File: src/rtl/text_scheduler.sv
// text_scheduler: frame-synchronous sequencer that drifts, blinks and gaps a set of text overlays
module text_scheduler #(
  parameter int NUM_TEXTS    = 4,
  parameter int DWELL_FRAMES = 240,
  parameter int BLINK_FRAMES = 64,
  parameter int BLINK_HALF   = 8,
  parameter int GAP_FRAMES   = 30,
  parameter int STEP_FRAMES  = 4,
  parameter int MAX_DX       = 16,
  parameter int MAX_DY       = 8
) (
  input  logic                 clk,
  input  logic                 rst_n,
  input  logic                 frame_start,
  input  logic                 enable,
  input  logic                 pause,
  input  logic [9:0]           x,
  input  logic [9:0]           y,
  input  logic [NUM_TEXTS-1:0] text_active_in,
  output logic [9:0]           x_shift,
  output logic [9:0]           y_shift,
  output logic [2:0]           text_sel,
  output logic                 overlay_active,
  output logic                 busy
);
  typedef enum logic [1:0] {IDLE, SHOW, BLINK, GAP} state_t;
  localparam logic [8:0] SHOW_LAST  = 9'(DWELL_FRAMES - 1);
  localparam logic [8:0] BLINK_LAST = 9'(BLINK_FRAMES - 1);
  localparam logic [8:0] GAP_LAST   = 9'(GAP_FRAMES - 1);
  localparam logic [8:0] HALF       = 9'(BLINK_HALF);
  localparam logic [7:0] STEP_LAST  = 8'(STEP_FRAMES - 1);
  localparam logic [5:0] LIM_X      = 6'(MAX_DX);
  localparam logic [5:0] LIM_Y      = 6'(MAX_DY);
  localparam logic [2:0] SEL_LAST   = 3'(NUM_TEXTS - 1);
  state_t     state, state_d;
  logic [8:0] frame_cnt, frame_cnt_d;
  logic [7:0] step_cnt, step_cnt_d;
  logic [5:0] dx, dx_d, dy, dy_d;
  logic       dir_x, dir_x_d, dir_y, dir_y_d;
  logic [2:0] sel_d;
  logic       ev, last, gate, overlay_d;
  logic [7:0] act;
  logic [6:0] ax, ay;
  function automatic logic [6:0] step_axis(input logic [5:0] v, input logic dir, input logic [5:0] m);
    return m == 6'd0 ? {dir, v} :
           !dir && v == m ? {1'b1, v - 6'd1} :
           !dir ? {1'b0, v + 6'd1} :
           v == 6'd0 ? {1'b0, 6'd1} : {1'b1, v - 6'd1};
  endfunction
  assign ev      = frame_start & ~pause & enable;
  assign last    = frame_cnt == (state == SHOW ? SHOW_LAST : state == BLINK ? BLINK_LAST : GAP_LAST);
  assign gate    = state == SHOW || (state == BLINK && ((frame_cnt / HALF) & 9'd1) == 9'd0);
  assign act     = 8'(text_active_in);
  assign ax      = step_axis(dx, dir_x, LIM_X);
  assign ay      = step_axis(dy, dir_y, LIM_Y);
  assign x_shift = x - 10'({dx, 3'b000});
  assign y_shift = y - 10'({dy, 3'b000});
  assign busy    = state != IDLE;
  always_comb begin
    state_d     = state;
    frame_cnt_d = frame_cnt;
    step_cnt_d  = step_cnt;
    dx_d        = dx;
    dy_d        = dy;
    dir_x_d     = dir_x;
    dir_y_d     = dir_y;
    sel_d       = text_sel;
    overlay_d   = gate & act[text_sel];
    if (ev && state == IDLE)
      state_d = SHOW;
    else if (ev) begin
      frame_cnt_d = last ? 9'd0 : frame_cnt + 9'd1;
      state_d     = !last ? state : state == SHOW ? BLINK : state == BLINK ? GAP : SHOW;
      sel_d       = !(last && state == GAP) ? text_sel : text_sel == SEL_LAST ? 3'd0 : text_sel + 3'd1;
      if (state == SHOW) begin
        step_cnt_d = step_cnt == STEP_LAST ? 8'd0 : step_cnt + 8'd1;
        {dir_x_d, dx_d} = step_cnt == STEP_LAST ? ax : {dir_x, dx};
        {dir_y_d, dy_d} = step_cnt == STEP_LAST ? ay : {dir_y, dy};
      end
    end
  end
  always_ff @(posedge clk) begin
    if (!rst_n || !enable) begin
      state          <= IDLE;
      frame_cnt      <= 9'd0;
      step_cnt       <= 8'd0;
      dx             <= 6'd0;
      dy             <= 6'd0;
      dir_x          <= 1'b0;
      dir_y          <= 1'b0;
      text_sel       <= 3'd0;
      overlay_active <= 1'b0;
    end else begin
      state          <= state_d;
      frame_cnt      <= frame_cnt_d;
      step_cnt       <= step_cnt_d;
      dx             <= dx_d;
      dy             <= dy_d;
      dir_x          <= dir_x_d;
      dir_y          <= dir_y_d;
      text_sel       <= sel_d;
      overlay_active <= overlay_d;
    end
  end
endmodule

File: config.mk
export PLATFORM = sky130hd
export DESIGN_NAME = text_scheduler
export DESIGN_NICKNAME = d
export VERILOG_FILES = /design/src/rtl/text_scheduler.sv
export SDC_FILE = /design/constraint.sdc
export NUM_CORES = 1
export LEC_CHECK = 0
export CAP_MARGIN = 15
export CORE_ASPECT_RATIO = 1.75
export CORE_UTILIZATION = 53
export CTS_CLUSTER_DIAMETER = 30
export DETAILED_ROUTE_END_ITERATION = 12
export PLACE_DENSITY = 0.8
export SYNTH_ARGS = -nofsm -noshare
export SYNTH_HDL_FRONTEND = slang
export SYNTH_SLANG_ARGS = --single-unit
export TNS_END_PERCENT = 1
File: constraint.sdc
create_clock -name clk -period 8.62 [get_ports clk]
set_input_delay 2.586 -clock clk [delete_from_list [all_inputs] [get_ports clk]]
set_output_delay 2.586 -clock clk [all_outputs]
set_load 0.02 [all_outputs]
* Word level (Yosys, flattened, before mapping)
Cells that the tools add are included.
Word-level totals: flip-flop bits (word level) 37, logic and storage cells 76
Operators by class: add/subtract/negate cells 9, $lt $le $gt $ge 1, equality and inequality tests 8, multiplexer cells 18, bitwise logic cells 5, reductions and logical operators 25
Operators with widths (count):
- two-way mux 7 bit | 6
- subtractor 10 x 9 -> 10 bit | 2
- two-way mux 8 bit | 2
- adder 6 x 1 -> 6 bit, second input constant | 2
- zero test 6 bit | 2
- subtractor 6 x 1 -> 6 bit, second input constant | 2
- adder 9 x 1 -> 9 bit, second input constant | 1
- equality test 9 x 8 -> 1 bit | 1
- zero test 9 bit | 1
- two-way mux 9 bit | 1
- adder 8 x 1 -> 8 bit, second input constant | 1
- equality test 8 x 2 -> 1 bit, second input constant | 1
- equality test 6 x 4 -> 1 bit, second input constant | 1
- equality test 6 x 5 -> 1 bit, second input constant | 1
- two-way mux 6 bit | 1
- AND reduction 2 bit | 3
- AND reduction 3 bit | 2
- nonzero test 2 bit | 3
- logical AND 1 bit | 5
- equality test 2 bit, second input constant | 2
- zero test 1 bit | 4
- < comparator 3 x 4 -> 1 bit, second input constant | 1
- two-way mux 1 bit | 4
- two-way mux 2 bit | 2
- other kinds (11) | 15

* Logic depth before layout (Yosys ltp)
word-level depth 7, mapped depth 9, depth with buffers taken out 9

* Least setup slack after synthesis
No wires, ideal clock.
path type input port to output port, start in x[3], end out x_shift[9], arrival 4.370 ns, slack 1.664 ns, stages 8, path through inv_1 > ha_1 > fa_1 > nand2b_1 > a21boi_0 > o21a_1 > nor4_1 > a311oi_1
On the way: word-level cells in the longest chain between the ends 1
Ends and longest elaborated chain:
- from (decl) | RTL line 17 | input logic [9:0] x,
- subtractor 10 x 9 -> 10 bit | RTL line 56 | assign x_shift = x - 10'({dx, 3'b000});
- to (decl) | RTL line 20 | output logic [9:0] x_shift,
No other way between the ends.

* Worst setup path after layout
Same ends and word-level chain as after synthesis.

==> results.md <==
* Overflow after GRT at 0
* CORE AREA at ~5000 um^2
* Post-CTS Resized at 0
* CTS sink cnt at 37
* Commonest non-fill, non-tap cells in the layout: clkdlybuf4s50_1, dfxtp_1, nor2_1
* Failing checks: design-rule violations
* Share of layout cells above drive strength 1 at 0.03723
* Starting DRT DRC Count at 84
* Register bit count reported by yosys at 37
* Final WS setup at between 0.7 and 0.8 ns
* Final #Nets at around 430
* CP delay by family, top: buffers and inverters
* Worst Setup End Kind: output port
* Number of CTS-inserted buffers at 5
* Largest net degree at the start of global routing at 21
* Final min period at 7.913 ns
* Crit path buf inv count at 3
* Final setup fails at 0
* Non-Filler Instances at 430
* Cells after Synth at 346
* Crit path required time at 6.03 ns
* Crit-path cells: clkdlybuf4s50_1 > inv_1 > ha_1 > fa_1 > nand2b_1 > a21boi_0 > o21a_1 > nor4_1 > a311oi_1 > clkdlybuf4s50_1
* Final WL at 5971 um
* Status: finished with violations
* Async SR Flop Fraction at 0
* Die width at 56.68 um
* Area grow syn2layout at 16.47%
* DR pass1 iterations at 8
* Largest stage delay, worst path at 0.64 ns
* Crit Path Class: in -> out
* P per Cell Area at approximately 110 nW/um^2
* FP Rows at 34
* Worst hold start: step_cnt[1]
* H-tree Lvls at 2
* Residual DRC at 8
* Crit-path max FO at 3
* Syn_nets at 402
* Ant. Diodes at 0
* Synth top area cells: dfxtp_1, ha_1, nor2_1, inv_1, xnor2_1
* CTS root buf: clkbuf_8
* Critical Path Slowest Stage Cell: clkdlybuf4s50_1
* Final worst path period share at 0.9179
* Postcts setup bufs at 0
* Synth cell types at 59
* I/O pins at 54
* Wire per inst at 13.89 um
* Reg2reg start: state[0]
* Static leakage at 1.192 nW
* Synth warnings at 0
* Die area at between 5000 and 6000 um^2
* Sequential share of the synthesized area at 0.2671
* Syn_area_per_cell at 8.013 um^2
* Final Skew at 0.002711 ns
* GP Congestion at 0.8324
* Synth Flop Type: dfxtp_1
* Vias post-DR at 2542
* Chip height at slightly below 100 um
* Initial Util at 0.5523
* Vias in the first global route at 2361
* Worst-margin pin slew at 0.7303 ns
* Final Hold Vio Count at 0
* Most common cell after layout, fill and taps aside: clkdlybuf4s50_1
* First-pass GRT wire length at 10120 um
* IO Port Bufs at 41
* Relative slew margins at 0.5120
* Setup crit start: x[3]
* Cell count after placement at between 400 and 500
* Hpwl dp at 4656 um
* Post-synth top area share at 0.2671
* Number of antenna violations at the first check in global routing at 0
* Element type at the critical path start: primary input
* Total negative setup slack at 0 ns
* Synthesized area at approximately 2800 um^2
* Clk Latency, worst-skew pair at 0.29 ns
* Post-route ant nets at 0
* Critical Path AT at 5.33 ns
* Hold buffer count at cts at 0
* Slew Viols, Final at 0
* Post-synth EDFFs at 0
* MaxCap Viol Count at 0
* GRT Overall Usage at 0.2297
* CP most frequent cell: clkdlybuf4s50_1
* Cell accounting for the most synthesized area: dfxtp_1
* Clock Path Buffers at 2
* VDD IR-drop max at 0.08387 mV
* TritonCTS clock tree: built
* Worst hold-check path type: reg -> reg
* RSZ-0062 raised after global routing: false
* Max Fclk at 126.4 MHz
* Post-DR vias/cell at 5.912
* Clock edge transition at the registers on the reported setup and hold paths at 0.07 ns
* Place WS at ~0.7 ns
metal layers:
layer / vias up / share of wire / wire length (um) / track usage
met5: - / 0 / 0 / 0
met4: 0 / 0.037 / 221 / 0.1096
met3: 20 / 0.029 / 176 / 0.04394
met2: 60 / 0.55 / 3280 / 0.4460
met1: 1186 / 0.38 / 2292 / 0.2199
li1: 1276 / - / - / -
per-stage QoR:
stage / total power [mW] / utilization / hold WS, ns / instance area [um^2]
6_report: 0.3392 / 0.6433 / 0.4786 / 3229
5_1_grt: 0.3547 / 0.6433 / 0.5102 / 3229
4_1_cts: 0.3436 / 0.6433 / 0.4833 / 3229
3_5_place_dp: 0.2270 / 0.6274 / 0.4735 / 3149
3_3_place_gp: 0.2262 / 0.6274 / 0.4601 / 3149
2_1_floorplan: 0.2060 / - / 0.4488 / 2773
kinds of logic (layout without fill, tap and decap cells):
logic type,after synthesis,after routing,share of synthesized area
flops,37,37,0.2671
fa+ha+maj,27,27,0.1273
xor+xnor,22,22,0.06950
mux,5,5,0.02301
compound gates,76,76,0.1774
simple gates,128,128,0.2559
buf+inv,51,81,0.07987
registers in the layout, summed over array words and instances (netlist names):
| register | cells |
|---|---|
| dir_x | 1 |
| text_sel | 3 |
| overlay_active | 1 |
| dir_y | 1 |
| frame_cnt | 9 |
| dx | 6 |
| state | 2 |
| step_cnt | 8 |
| dy | 6 |
synthesized netlist by cell type (all sizes together), types with 2 or more instances:
master   n
inv     31
a211oi   8
buf     12
nand2b   2
nor2    35
xnor2   13
ha      25
a21oi   22
o21ai   16
o211ai   5
and3     7
dfxtp   37
or3      2
o31ai    2
a211o    2
a21boi   5
fa       2
or4b     2
nor3b    3
nand3   14
nand2   25
and4     3
clkbuf   7
nor2b    6
nor4     5
nor3     9
nor4b    4
and4b    2
mux2i    3
a31oi    4
and2     3
xor2     9
worst register-to-register path: stages, from the launching register on:
cell and delay, ns:
dfxtp_1 0.41, inv_1 0.09, ha_1 0.24, and4bb_2 0.45, nand4_1 0.50, or3_1 0.53, a21oi_1 0.14
power breakdown:
part	internal (mW)	switching [mW]	leakage, nW	total [mW]
Sequential	0.171	0.000166	0.298	0.171
Combinational	0.0271	0.0247	0.855	0.0517
Clock	0.0574	0.0589	0.0395	0.116
Total	0.255	0.0838	1.19	0.339
final timing paths:
check                                    to  slack [ns]  depth (start not counted)
worst min-delay path            step_cnt[1]        0.48                          2
worst max-delay path             x_shift[9]        0.71                         10
worst max register to register        dy[2]        6.21                          6
worst min register to register  step_cnt[1]        0.48                          2
cell type report:
cell class / instances / area [um^2]
Sequential cell: 37 / 740.7
Clock buffer: 8 / 80.08
Inverter: 32 / 120.1
Tap cell: 54 / 67.56
Fill cell: 457 / 1790
Multi-Input combinational cell: 258 / 1810
Timing Repair Buffer: 41 / 410.4
Power figures use the tool's default switching activity.
